===== config.mk =====
export PLATFORM = sky130hd
export DESIGN_NAME = sram_client_scheduler
export DESIGN_NICKNAME = d
export VERILOG_FILES = /design/src/rtl/sram_client_scheduler.sv
export SDC_FILE = /design/constraint.sdc
export NUM_CORES = 1
export LEC_CHECK = 0
export CAP_MARGIN = 15
export CORE_AREA = 8 8 247 249
export CTS_CLUSTER_DIAMETER = 100
export CTS_CLUSTER_SIZE = 16
export DETAILED_ROUTE_END_ITERATION = 16
export DIE_AREA = 0 0 255 257
export HOLD_SLACK_MARGIN = 0.08
export PLACE_DENSITY_LB_ADDON = 0.25
export REMOVE_ABC_BUFFERS = 1
export SYNTH_ARGS = -nofsm -noshare
export SYNTH_HDL_FRONTEND = slang
export SYNTH_SLANG_ARGS = --single-unit

===== constraint.sdc =====
create_clock -name clk_i -period 13 [get_ports clk_i]
set_input_delay 1.95 -clock clk_i [delete_from_list [all_inputs] [get_ports clk_i]]
set_output_delay 1.95 -clock clk_i [all_outputs]
set_load 0.1 [all_outputs]

===== src/rtl/sram_client_scheduler.sv =====
// sram_client_scheduler
//   Shares the single rd/wr requester port of sram_arbiter among NUM_CLIENTS
//   engines. Round-robin grant, one-cycle req pulse per attempt with retry
//   when the arbiter withholds its ack, and a tag FIFO that steers each
//   returning rd_vld/rd_data to the client that issued the read.
// Ports
//   clk_i, reset_L_i         clock, async active-low reset
//   cli_req_i/cli_wr_i       per-client request / 1=write (held until ack)
//   cli_addr_i/cli_wr_data_i packed per-client address / write data
//   cli_ack_o                per-client accept pulse (in the arbiter ack cycle)
//   cli_rd_vld_o/cli_rd_data_o  one-hot read return + shared data bus
//   wr_req_o/wr_addr_o/wr_data_o, rd_req_o/rd_addr_o  to arbiter
//   wr_ack_i/rd_ack_i/rd_vld_i/rd_data_i              from arbiter
//   sched_err_o              sticky: orphan rd_vld or tag FIFO overflow
module sram_client_scheduler #(
    parameter int NUM_CLIENTS     = 4,
    parameter int SRAM_ADDR_WIDTH = 19,
    parameter int SRAM_DATA_WIDTH = 72,
    parameter int TAG_DEPTH       = 8
) (
    input  logic                                   clk_i,
    input  logic                                   reset_L_i,
    input  logic [NUM_CLIENTS-1:0]                 cli_req_i,
    input  logic [NUM_CLIENTS-1:0]                 cli_wr_i,
    input  logic [NUM_CLIENTS*SRAM_ADDR_WIDTH-1:0] cli_addr_i,
    input  logic [NUM_CLIENTS*SRAM_DATA_WIDTH-1:0] cli_wr_data_i,
    output logic [NUM_CLIENTS-1:0]                 cli_ack_o,
    output logic [NUM_CLIENTS-1:0]                 cli_rd_vld_o,
    output logic [SRAM_DATA_WIDTH-1:0]             cli_rd_data_o,
    output logic                                   wr_req_o,
    output logic [SRAM_ADDR_WIDTH-1:0]             wr_addr_o,
    output logic [SRAM_DATA_WIDTH-1:0]             wr_data_o,
    output logic                                   rd_req_o,
    output logic [SRAM_ADDR_WIDTH-1:0]             rd_addr_o,
    input  logic                                   wr_ack_i,
    input  logic                                   rd_ack_i,
    input  logic                                   rd_vld_i,
    input  logic [SRAM_DATA_WIDTH-1:0]             rd_data_i,
    output logic                                   sched_err_o
);
    localparam int AW = SRAM_ADDR_WIDTH;
    localparam int DW = SRAM_DATA_WIDTH;
    localparam int CW = $clog2(NUM_CLIENTS);
    localparam int PW = $clog2(TAG_DEPTH);

    typedef enum logic [1:0] {IDLE, ISSUE, WAIT} state_e;

    // Reset asserts asynchronously, releases two clocks later in this domain.
    logic [1:0] rst_sync_q;
    logic       rst_n;
    always_ff @(posedge clk_i or negedge reset_L_i) begin
        if (!reset_L_i) rst_sync_q <= 2'b00;
        else            rst_sync_q <= {rst_sync_q[0], 1'b1};
    end
    assign rst_n = rst_sync_q[1];

    state_e            state_q, state_d;
    logic [CW-1:0]     rr_q, grant_q, pick_id;
    logic              op_wr_q, pick_vld, ack_ok;
    logic [AW-1:0]     addr_q;
    logic [DW-1:0]     data_q;
    logic [PW:0]       tag_cnt_q;
    logic [PW-1:0]     wr_ptr_q, rd_ptr_q;
    logic [CW-1:0]     tag_mem [TAG_DEPTH];
    logic              tag_full, push, push_ok, pop;
    logic [NUM_CLIENTS-1:0] rd_vld_q;
    logic [DW-1:0]     rd_data_q;
    logic              err_q;

    // Only one access is ever in flight, so the count seen in IDLE already
    // includes every acked read; no pending-push correction is needed.
    assign tag_full = (tag_cnt_q == (PW+1)'(TAG_DEPTH));
    assign ack_ok   = op_wr_q ? wr_ack_i : rd_ack_i;

    // First eligible client at/after rr_q; reads are skipped while the tag FIFO is full.
    always_comb begin
        int unsigned sum;
        logic [CW-1:0] idx;
        pick_vld = 1'b0;
        pick_id  = '0;
        sum      = 0;
        idx      = '0;
        for (int k = 0; k < NUM_CLIENTS; k++) begin
            sum = int'(rr_q) + k;
            if (sum >= NUM_CLIENTS) sum = sum - NUM_CLIENTS;
            idx = CW'(sum);
            if (!pick_vld && cli_req_i[idx] && (cli_wr_i[idx] || !tag_full)) begin
                pick_vld = 1'b1;
                pick_id  = idx;
            end
        end
    end

    // FSM: state register
    always_ff @(posedge clk_i or negedge rst_n) begin
        if (!rst_n) state_q <= IDLE;
        else        state_q <= state_d;
    end

    // FSM: next state
    always_comb begin
        state_d = state_q;
        case (state_q)
            IDLE:    if (pick_vld) state_d = ISSUE;
            ISSUE:   state_d = WAIT;
            WAIT:    state_d = ack_ok ? IDLE : ISSUE;  // no ack: retry same op
            default: state_d = IDLE;
        endcase
    end

    // FSM: outputs
    always_comb begin
        wr_req_o  = (state_q == ISSUE) &&  op_wr_q;
        rd_req_o  = (state_q == ISSUE) && !op_wr_q;
        cli_ack_o = '0;
        if (state_q == WAIT && ack_ok) cli_ack_o = NUM_CLIENTS'(1) << grant_q;
    end

    assign wr_addr_o     = addr_q;
    assign rd_addr_o     = addr_q;
    assign wr_data_o     = data_q;
    assign cli_rd_vld_o  = rd_vld_q;
    assign cli_rd_data_o = rd_data_q;
    assign sched_err_o   = err_q;

    // Grant latch and round-robin pointer
    always_ff @(posedge clk_i or negedge rst_n) begin
        if (!rst_n) begin
            grant_q <= '0;
            op_wr_q <= 1'b0;
            addr_q  <= '0;
            data_q  <= '0;
            rr_q    <= '0;
        end else begin
            if (state_q == IDLE && pick_vld) begin
                grant_q <= pick_id;
                op_wr_q <= cli_wr_i[pick_id];
                addr_q  <= cli_addr_i[int'(pick_id)*AW +: AW];
                data_q  <= cli_wr_data_i[int'(pick_id)*DW +: DW];
            end
            if (state_q == WAIT && ack_ok)
                rr_q <= (grant_q == CW'(NUM_CLIENTS-1)) ? '0 : grant_q + 1'b1;
        end
    end

    // Tag FIFO: a push that finds the FIFO full is dropped unless a pop frees a slot the same cycle.
    assign push    = (state_q == WAIT) && !op_wr_q && rd_ack_i;
    assign pop     = rd_vld_i && (tag_cnt_q != '0);
    assign push_ok = push && (!tag_full || pop);

    always_ff @(posedge clk_i) begin
        if (push_ok) tag_mem[wr_ptr_q] <= grant_q;
    end

    always_ff @(posedge clk_i or negedge rst_n) begin
        if (!rst_n) begin
            tag_cnt_q <= '0;
            wr_ptr_q  <= '0;
            rd_ptr_q  <= '0;
            rd_vld_q  <= '0;
            rd_data_q <= '0;
            err_q     <= 1'b0;
        end else begin
            rd_vld_q <= '0;
            if (push_ok) wr_ptr_q <= wr_ptr_q + 1'b1;
            if (pop) begin
                rd_ptr_q <= rd_ptr_q + 1'b1;
                rd_vld_q <= NUM_CLIENTS'(1) << tag_mem[rd_ptr_q];
            end
            if (rd_vld_i) rd_data_q <= rd_data_i;
            case ({push_ok, pop})
                2'b10:   tag_cnt_q <= tag_cnt_q + 1'b1;
                2'b01:   tag_cnt_q <= tag_cnt_q - 1'b1;
                default: tag_cnt_q <= tag_cnt_q;
            endcase
            if ((push && !push_ok) || (rd_vld_i && tag_cnt_q == '0)) err_q <= 1'b1;
        end
    end

endmodule


==> reports/qor.yml, run 1 <==
floorplanning:
  chipHeight_um: 257
  initial_core_util: 0.191
  die_area_um2: 65500
  num_rows: 88
  io_pins: 642
  core-area_um2: 57000
  fp.dieW_um: 255
logic_synthesis:
  synth_compound_area_frac: 0.136
  ys_ff_latch: 203
  synth_ff_type: "dfrtp_1"
  synth_fa_ha_area_frac: 0.0122
  synth-simple-area-share: 0.0538
  yosys-top-cells-area: "dfrtp_1 (43%), mux2i_1 (17%), o221ai_2 (8.5%)"
  syn_inst: 855
  synth_top_area_frac: 0.430
  synth_area_um2: 10900
  async_reset_ff_frac: 0.921
  synthMuxAreaShare: 0.266
  synth_xor_area_frac: 0.00563
  synth_cell_types: 46
  synth_edf_count: 16
  synth_top_family_by_area: "multiplexers"
  synth_area_leader_cell: "dfrtp_1"
  syn_area_per_cell_um2: 12.7
  ys_seq_area_frac: 0.474
  synth-warning-count: 0
layout:
  drive_gt1_frac: 0.136
  finalInstanceArea_um2: 18400
  final_common_cell: "clkdlybuf4s50_1"
  area.growth.synth_to_final_pct: 69.0
  layout_common_cells: "clkdlybuf4s50_1 (633), mux2i_1 (186), dfrtp_1 (186), nand2_1 (108), mux2_2 (76)"
  finalNetCount: 1903
  instances_no_fill: 2218
sta:
  finalHoldViolCount: 0
  fin_skew_ps: 33.7
  timing.final.crit_share: 0.476
  holdWs_ps: 369
  rsz0062_at_grt: "no"
  report.final.slew_viol_count: 0
  worstMarginPinSlew_ps: 1200
  fmax_ghz: 0.162
  finalSetupViolations: 0
  max-slew-margin-rel: 0.203
  fin_setup_tns_ps: 0
  fin_crit_ps: 6190
hold_path:
  hp-start: "rst_sync_q[0]"
  min_delay_path_depth: 0
  hold_path.class: "reg2reg"
clock_network:
  cts_made_buffers: 18
  cts_setup_buffers: 0
  cts.htree.levels: 1
  cts.clk_slew.worst_paths_ps: 70
  cts_tree: "yes"
  holdBufCountCts: 0
  clkLatencyLatePin_ps: 520
  clk_path_buf_depth: 3
  cts_num_sinks: 203
  cts-root-buf: "clkbuf_16"
  ctsResizeCount: 0
setup_path:
  cp_max_fo: 8
  critPathCaptureType: "primary output"
  crit_path_max_incr_delay_ps: 1130
  worst_r2r_path_depth: 7
  crit_chain: "clkdlybuf4s50_1 -> nand2b_1 -> a21oi_1 -> and2_1 -> clkdlybuf4s50_1"
  worstSetupPathType: "in2out"
  path_common_cell: "clkdlybuf4s50_1"
  worstPathRequired_ps: 11050
  r2r-start: "tag_cnt_q[1]"
  worstSetupStartpointType: "primary input"
  cp_data_arrival_time_ps: 4240
  slowest_stage: "clkdlybuf4s50_1"
  crit_start: "rd_ack_i"
grt:
  antenna_found_initial: 1
  grt_overflow: 0
  grt_pass1_wl_mm: 73.5
  grt_pass1_vias: 10500
  grt_max_degree: 127
  gr-usage-all-layers: 0.148
drt:
  wl_per_cell_um: 23.1
  first_pass_iters: 4
  viasPerCell: 4.23
  drtIter0Drc: 311
  postRouteWirelength_mm: 51.3
  drc: 0
  vias: 9375
  ant_nets: 0
placement:
  gp_congestion: 0.848
  postPlaceCellArea_um2: 17800
  dp_hpwl_mm: 40.2
  dpl.cell_count: 2189
  port_buffers: 641
pwr:
  p_int_mw: 2.26
  seq_power_share: 0.194
  net-switching-power_mw: 3.00
  total_power_mw: 5.26
  ir_worst_vdd_mv: 0.204
  swShare: 0.570
  p_per_area_nw_per_um2: 286
  power_frac_comb: 0.700
  p_clk_frac: 0.106
  p_leak_nw: 7.30
job:
  drv_cap: 0
run_status:
  outcome: "finished clean"
==> worst max-delay path, delay by kind of cell <==
kind,cells,cell delay (ps)
AND/OR/NAND/NOR,2,300
buffers and inverters,2,1590
AO/OA/AOI/OAI,1,400
==> per-layer routing <==
layer	wire, µm	vias up	GRT usage
li1	-	4352	-
met1	18800	4599	0.159
met2	26300	391	0.273
met3	5180	33	0.0536
met4	994	0	0.0308
met5	0	-	0
==> synthesized netlist by cell type (all sizes together) (2+ instances only) <==
master / number
xor2: 3
nor3: 4
and2: 5
xnor2: 4
o211ai: 4
mux2: 76
edfxtp: 16
o21ai: 14
o21a: 5
buf: 63
mux2i: 186
o221ai: 93
nand2b: 6
mux4: 8
inv: 8
nor2b: 3
nor2: 15
clkbuf: 20
dfrtp: 187
nand2: 108
o31ai: 2
ha: 9
a21oi: 2
==> logic make-up after synthesis <==
kind of cell    Yosys count
simple gates            143
compound gates          130
buf+inv                  91
fa+ha+maj                10
other cells               1
xor+xnor                  7
flops                   203
mux                     270
==> power groups by stage <==
stage | sequential [mW] | combinational, mW | clock (mW)
4_1_cts | 1.02 | 3.74 | 0.584
3_5_place_dp | 1.03 | 3.73 | 0
5_1_grt | 1.05 | 3.87 | 0.603
3_3_place_gp | 1.03 | 3.71 | 0
6_report | 1.02 | 3.68 | 0.556
2_1_floorplan | 2.39 | 1.69 | 0
==> state kept, by name (all words and copies together), names as in the netlist <==
name / cells
wr_data_o: 72
cli_rd_data_o: 72
state_q: 2
rd_ptr_q: 3
rr_q: 2
op_wr_q: 1
wr_ptr_q: 3
tag_cnt_q: 4
tag_mem: 16
rst_sync_q: 2
rd_addr_o: 19
sched_err_o: 1
grant_q: 2
cli_rd_vld_o: 4
==> area by class of cell <==
cell class              count  area, µm²
repair buffers            652       6490
flip-flops and latches    203       5160
diodes                      1       2.50
fillers                  5855      38600
well taps                 765        957
multi-input cells         561       5200
inverters                   8       30.0
clock inverters             6       72.6
clock buffers              22        487
==> path summary, 6_finish.rpt <==
path	end	slack (ps)
max in group asynchronous	wr_data_o[64]	11020
min	rst_sync_q[1]	370
max	cli_ack_o[1]	6810
max reg2reg	wr_data_o[3]	8760
min in group asynchronous	wr_ptr_q[1]	440
min reg2reg	rst_sync_q[1]	370
==> stage by stage <==
stage | utilization | worst slack, ps
3_5_place_dp | 0.313 | 6820
4_1_cts | 0.323 | 6810
6_report | 0.323 | 6810
5_1_grt | 0.323 | 6660
2_1_floorplan | - | 1780
3_3_place_gp | 0.313 | 6860
Power figures use the tool's default switching activity.
==> inputs of run 2 (changes only) <==
- clock period: 13 -> 5.76 ns (I/O delays scaled with it)
==> reports/qor.yml, run 2 (synthesis gave the netlist of run 1 again) <==
floorplanning:
  io_pins: 642  # unchanged
  num_rows: 88  # unchanged
  initial_core_util: 0.191  # unchanged
  core-area_um2: 57000  # unchanged
  chipHeight_um: 257  # unchanged
  die_area_um2: 65500  # unchanged
  fp.dieW_um: 255  # unchanged
sta:
  rsz0062_at_grt: "no"  # unchanged
  timing.final.crit_share: 0.704
  max-slew-margin-rel: 0.222  # was 0.203
  fin_crit_ps: 4060
  fmax_ghz: 0.247
  finalSetupViolations: 0  # unchanged
  worstMarginPinSlew_ps: 1160  # was 1200 ps
  fin_skew_ps: 18.0  # was 33.7 ps
  report.final.slew_viol_count: 0  # unchanged
  finalHoldViolCount: 0  # unchanged
placement:
  dpl.cell_count: 2196  # was 2,189
  port_buffers: 641  # unchanged
  dp_hpwl_mm: 40.2  # about the same
  gp_congestion: 0.820  # was 0.848
setup_path:
  worstSetupPathType: "in2out"  # unchanged
  worstSetupStartpointType: "primary input"  # unchanged
  worstPathRequired_ps: 4900  # was 11,050 ps
  cp_max_fo: 8  # unchanged
  critPathCaptureType: "primary output"  # unchanged
  cp_data_arrival_time_ps: 3190  # was 4240 ps
grt:
  antenna_found_initial: 9  # was 1
  grt_pass1_vias: 10300  # was 10,500
  gr-usage-all-layers: 0.147  # was 0.148
  grt_overflow: 0  # unchanged
  grt_pass1_wl_mm: 72.4  # was 73.5 mm
  grt_max_degree: 114  # was 127
drt:
  drtIter0Drc: 266  # was 311
  viasPerCell: 4.20  # was 4.23
  ant_nets: 0  # unchanged
  drc: 0  # unchanged
  vias: 9367  # was 9,375
  first_pass_iters: 4  # unchanged
  postRouteWirelength_mm: 50.8  # was 51.3 mm
  wl_per_cell_um: 22.8  # was 23.1 µm
pwr:
  ir_worst_vdd_mv: 0.365  # was 0.204 mV
  p_leak_nw: 7.35  # was 7.30 nW
  p_per_area_nw_per_um2: 642  # was 286 nW/µm²
layout:
  regArea_um2: 5160  # unchanged
  instances_no_fill: 2230  # was 2,218
  layout_common_cells: "clkdlybuf4s50_1 (632), mux2i_1 (186), dfrtp_1 (186), nand2_1 (108), mux2_2 (76)"  # was clkdlybuf4s50_1 (633), mux2i_1 (186), dfrtp_1 (186), nand2_1 (108), mux2_2 (76)
  area.growth.synth_to_final_pct: 70.1  # was 69.0%
  nFillCells: 5839  # was 5,855
  multi_input_area_um2: 5200  # unchanged
  finalNetCount: 1910  # was 1,903
  drive_gt1_frac: 0.140  # was 0.136
  final_util: 0.325  # was 0.323
  final_common_cell: "clkdlybuf4s50_1"  # unchanged
job:
  drv_cap: 0  # unchanged
clock_network:
  cts-root-buf: "clkbuf_16"  # unchanged
  ctsResizeCount: 0  # unchanged
  cts_num_sinks: 203  # unchanged
  cts.htree.levels: 1  # unchanged
  cts_tree: "yes"  # unchanged
  cts.clk_slew.worst_paths_ps: 70  # about the same
  cts_setup_buffers: 0  # unchanged
  clk_path_buf_depth: 3  # unchanged
  holdBufCountCts: 0  # unchanged
  cts_made_buffers: 18  # unchanged
  clkLatencyLatePin_ps: 520  # about the same
run_status:
  outcome: "finished clean"  # unchanged
hold_path:
  hold_path.class: "reg2async"  # was reg2reg
-- run 2: cell count changes in the layout (fill, tap and decap cells not counted), sizes merged --
| cell | before | now |
|---|---|---|
| diode | 1 | 7 |
| bufinv | 1 | 0 |
| clkdlybuf4s50 | 633 | 632 |
| clkinv | 3 | 2 |
| buf | 19 | 27 |
| clkbuf | 22 | 23 |
-- run 2: worst max-delay path, cell delays in order --
cell,delay (ps)
clkdlybuf4s50_1,480
nand2b_1,110
a21oi_1,410
and2_1,200
clkdlybuf4s50_1,1130
-- run 2: where the power goes --
part	total, mW	switching (mW)	internal (mW)
Clock	1.22	0.597	0.623
Combinational	8.40	5.82	2.58
Sequential	2.28	0.353	1.93
-- run 2: cell type report --
cell class,instances,area share
Antenna cell,7,0.000945
Clock buffer,23,0.0270
Clock inverter,4,0.00243
Inverter,8,0.00162
Multi-Input combinational cell,561,0.281
Sequential cell,203,0.279
Tap cell,765,0.0517
Timing Repair Buffer,659,0.357
-- run 2: per-layer routing --
metal | up-vias | GRT usage | part of all wire
li1 | 4383 | - | -
met1 | 4534 | 0.153 | 0.36
met2 | 400 | 0.262 | 0.50
met3 | 44 | 0.0642 | 0.11
met4 | 6 | 0.0439 | 0.025
met5 | - | 0 | 0.00081
-- run 2: path summary, 6_finish.rpt --
path / endpoint / from / cells past startpoint / slack (ps)
worst max-delay path: cli_ack_o[3] / rd_ack_i / 5 / 1700
worst min-delay path: wr_ptr_q[0] / rst_sync_q[1] / 0 / 180
min in group clk_i: rst_sync_q[1] / rst_sync_q[0] / 0 / 350
worst max register to register: wr_data_o[55] / tag_cnt_q[1] / 8 / 2060
max in group asynchronous: wr_data_o[41] / rst_sync_q[1] / 1 / 4410
worst min register to register: wr_ptr_q[0] / rst_sync_q[1] / 0 / 180
-- run 2: stage by stage --
stage	instance area, µm²	power (mW)	hold WS, ps	worst slack, ps	setup TNS (ps)
after floorplan	10400	8.76	331	-4380	-406080
after global routing	18500	12.5	202	1570	0
after detailed placement	18000	10.8	184	1560	0
final	18500	11.9	180	1700	0
after CTS	18500	12.1	191	1680	0
after global placement	18000	10.7	181	1590	0
==> inputs of run 3 (changes only) <==
- clock period: 5.76 -> 3.25 ns (I/O delays scaled with it)
==> reports/qor.yml, run 3 (synthesis gave the netlist of run 1 again) <==
sta:
  max-slew-margin-rel: 0.328  # was 0.222
  fin_crit_ps: 3040
  holdWs_ps: 124  # was 180 ps
  worstMarginPinSlew_ps: 1000  # was 1160 ps
  rsz0062_at_grt: "no"  # unchanged
  layout_setup_ws_ps: 206  # was 1700 ps
  report.final.slew_viol_count: 0  # unchanged
  finalSetupViolations: 0  # unchanged
  fin_skew_ps: 19.5  # was 18.0 ps
  timing.final.crit_share: 0.937
  finalHoldViolCount: 0  # unchanged
  fmax_ghz: 0.328
drt:
  drtIter0Drc: 347  # was 266
  ant_nets: 0  # unchanged
  viasPerCell: 4.20  # about the same
  vias: 9579  # was 9,367
  wl_per_cell_um: 22.7  # was 22.8 µm
  first_pass_iters: 6  # was 4
  drc: 0  # unchanged
  postRouteWirelength_mm: 51.7  # was 50.8 mm
layout:
  nFillCells: 5794  # was 5,839
  finalInstanceArea_um2: 18800  # was 18,500 µm²
  final_common_cell: "clkdlybuf4s50_1"  # unchanged
  drive_gt1_frac: 0.266  # was 0.140
  final_util: 0.329  # was 0.325
  layout_common_cells: "clkdlybuf4s50_1 (489), buf_4 (201), mux2i_1 (186), dfrtp_1 (186), nand2_1 (108)"  # was clkdlybuf4s50_1 (632), mux2i_1 (186), dfrtp_1 (186), nand2_1 (108), mux2_2 (76)
  instances_no_fill: 2283  # was 2,230
  finalNetCount: 1963  # was 1,910
  area.growth.synth_to_final_pct: 72.2  # was 70.1%
grt:
  grt_pass1_wl_mm: 74.3  # was 72.4 mm
  grt_overflow: 0  # unchanged
  antenna_found_initial: 6  # was 9
  gr-usage-all-layers: 0.149  # was 0.147
  grt_max_degree: 113  # was 114
  grt_pass1_vias: 10800  # was 10,300
pwr:
  seq_power_share: 0.186  # was 0.192
  p_int_mw: 9.69  # was 5.13 mW
  net-switching-power_mw: 12.2  # was 6.77 mW
  ir_worst_vdd_mv: 0.509  # was 0.365 mV
  power_frac_comb: 0.714  # was 0.706
  swShare: 0.558  # was 0.569
  p_clk_frac: 0.101  # was 0.103
  p_per_area_nw_per_um2: 1170  # was 642 nW/µm²
  p_leak_nw: 7.85  # was 7.35 nW
job:
  drv_cap: 0  # unchanged
clock_network:
  ctsResizeCount: 0  # unchanged
  cts_setup_buffers: 0  # unchanged
  cts.htree.levels: 1  # unchanged
  clk_path_buf_depth: 3  # unchanged
  holdBufCountCts: 0  # unchanged
  cts_made_buffers: 18  # unchanged
  cts.clk_slew.worst_paths_ps: 80  # was 70 ps
  clkLatencyLatePin_ps: 520  # about the same
  cts-root-buf: "clkbuf_16"  # unchanged
  cts_num_sinks: 203  # unchanged
  cts_tree: "yes"  # unchanged
floorplanning:
  core-area_um2: 57000  # unchanged
  chipHeight_um: 257  # unchanged
  initial_core_util: 0.191  # unchanged
  io_pins: 642  # unchanged
  num_rows: 88  # unchanged
  fp.dieW_um: 255  # unchanged
  die_area_um2: 65500  # unchanged
placement:
  gp_congestion: 0.863  # was 0.820
  dpl.cell_count: 2249  # was 2,196
  dp_hpwl_mm: 41.7  # was 40.2 mm
  postPlaceCellArea_um2: 18200  # was 18,000 µm²
  port_buffers: 641  # unchanged
  post-place-ws_ps: -51.7  # was 1560 ps
setup_path:
  critPathCaptureType: "flop"  # was primary output
  worstPathRequired_ps: 3650  # was 4900 ps
  worstSetupPathType: "reg2reg"  # was in2out
  slowest_stage: "or4b_1"  # was clkdlybuf4s50_1
  cp_max_fo: 24  # was 8
  crit_chain: "or4b_1 -> buf_4 -> o21ai_4 -> mux2_2 -> o221ai_4 -> buf_12 -> buf_4 -> mux2i_1 -> o221ai_2"  # was clkdlybuf4s50_1 -> nand2b_1 -> a21oi_1 -> and2_1 -> clkdlybuf4s50_1
  cp_data_arrival_time_ps: 3440  # was 3190 ps
  crit_path_max_incr_delay_ps: 540  # was 1130 ps
  worstSetupStartpointType: "flop"  # was primary input
  path_common_cell: "buf_4"  # was clkdlybuf4s50_1
run_status:
  outcome: "finished clean"  # unchanged
hold_path:
  hold_path.class: "in2async"  # was reg2async
[run 3: cell types whose count changed in the layout (fill, tap and decap cells not counted)]
cell	delta
buf_12	+14
clkbuf_16	-1
diode_2	-2
buf_4	+182
clkdlybuf4s50_1	-143
clkinv_4	-1
inv_8	-1
clkbuf_8	+2
clkinv_2	+1
inv_6	+1
clkinv_8	+1
[run 3: path summary, 6_finish.rpt]
kind                                from             to  slack, ps  cells after the start
hold / removal                 reset_L_i  rst_sync_q[1]        120                      1
setup / recovery            tag_cnt_q[1]  wr_data_o[64]        210                      9
setup reg to reg            tag_cnt_q[1]  wr_data_o[64]        210                      9
max in group asynchronous  rst_sync_q[1]  wr_data_o[41]       2200                      1
min in group clk_i         rst_sync_q[0]  rst_sync_q[1]        360                      0
hold reg to reg            rst_sync_q[0]  rst_sync_q[1]        360                      0
[run 3: power by group through the flow]
stage	clock [mW]	sequential (mW)	combinational, mW
after floorplan	0	9.57	4.50
after global placement	0	4.10	15.7
after detailed placement	0	4.12	15.8
after CTS	2.33	4.08	15.9
after global routing	2.40	4.19	16.4
final	2.21	4.07	15.7
[run 3: critical path, delay by kind of cell (launching register included)]
family	cells	cell delay [ps]
AO/OA/AOI/OAI	3	540
buffers and inverters	3	740
flip-flops	1	430
multiplexers	2	630
AND/OR/NAND/NOR	1	540
[run 3: metal layers]
layer / part of all wire / up-vias / track usage / wire (µm)
met5: 0 / - / 0 / 0
met1: 0.37 / 4638 / 0.164 / 19100
li1: - / 4470 / - / -
met4: 0.033 / 0 / 0.0491 / 1710
met3: 0.10 / 45 / 0.0575 / 5310
met2: 0.49 / 426 / 0.261 / 25600
[run 3: metrics by stage]
stage / total power [mW] / setup TNS, ps
global route: 23.0 / 0
detailed placement: 19.9 / -469
global placement: 19.8 / -125
floorplan: 14.1 / -1067610
finish: 21.9 / 0
CTS: 22.3 / 0
[run 3: final cells by class]
| type | count | area (µm²) | area share |
|---|---|---|---|
| Antenna cell | 5 | 12.5 | 0.000667 |
| Clock buffer | 24 | 503 | 0.0268 |
| Clock inverter | 5 | 55.1 | 0.00294 |
| Inverter | 8 | 30.0 | 0.00160 |
| Multi-Input combinational cell | 561 | 5200 | 0.277 |
| Sequential cell | 203 | 5160 | 0.275 |
| Tap cell | 765 | 957 | 0.0510 |
| Timing Repair Buffer | 712 | 6830 | 0.364 |
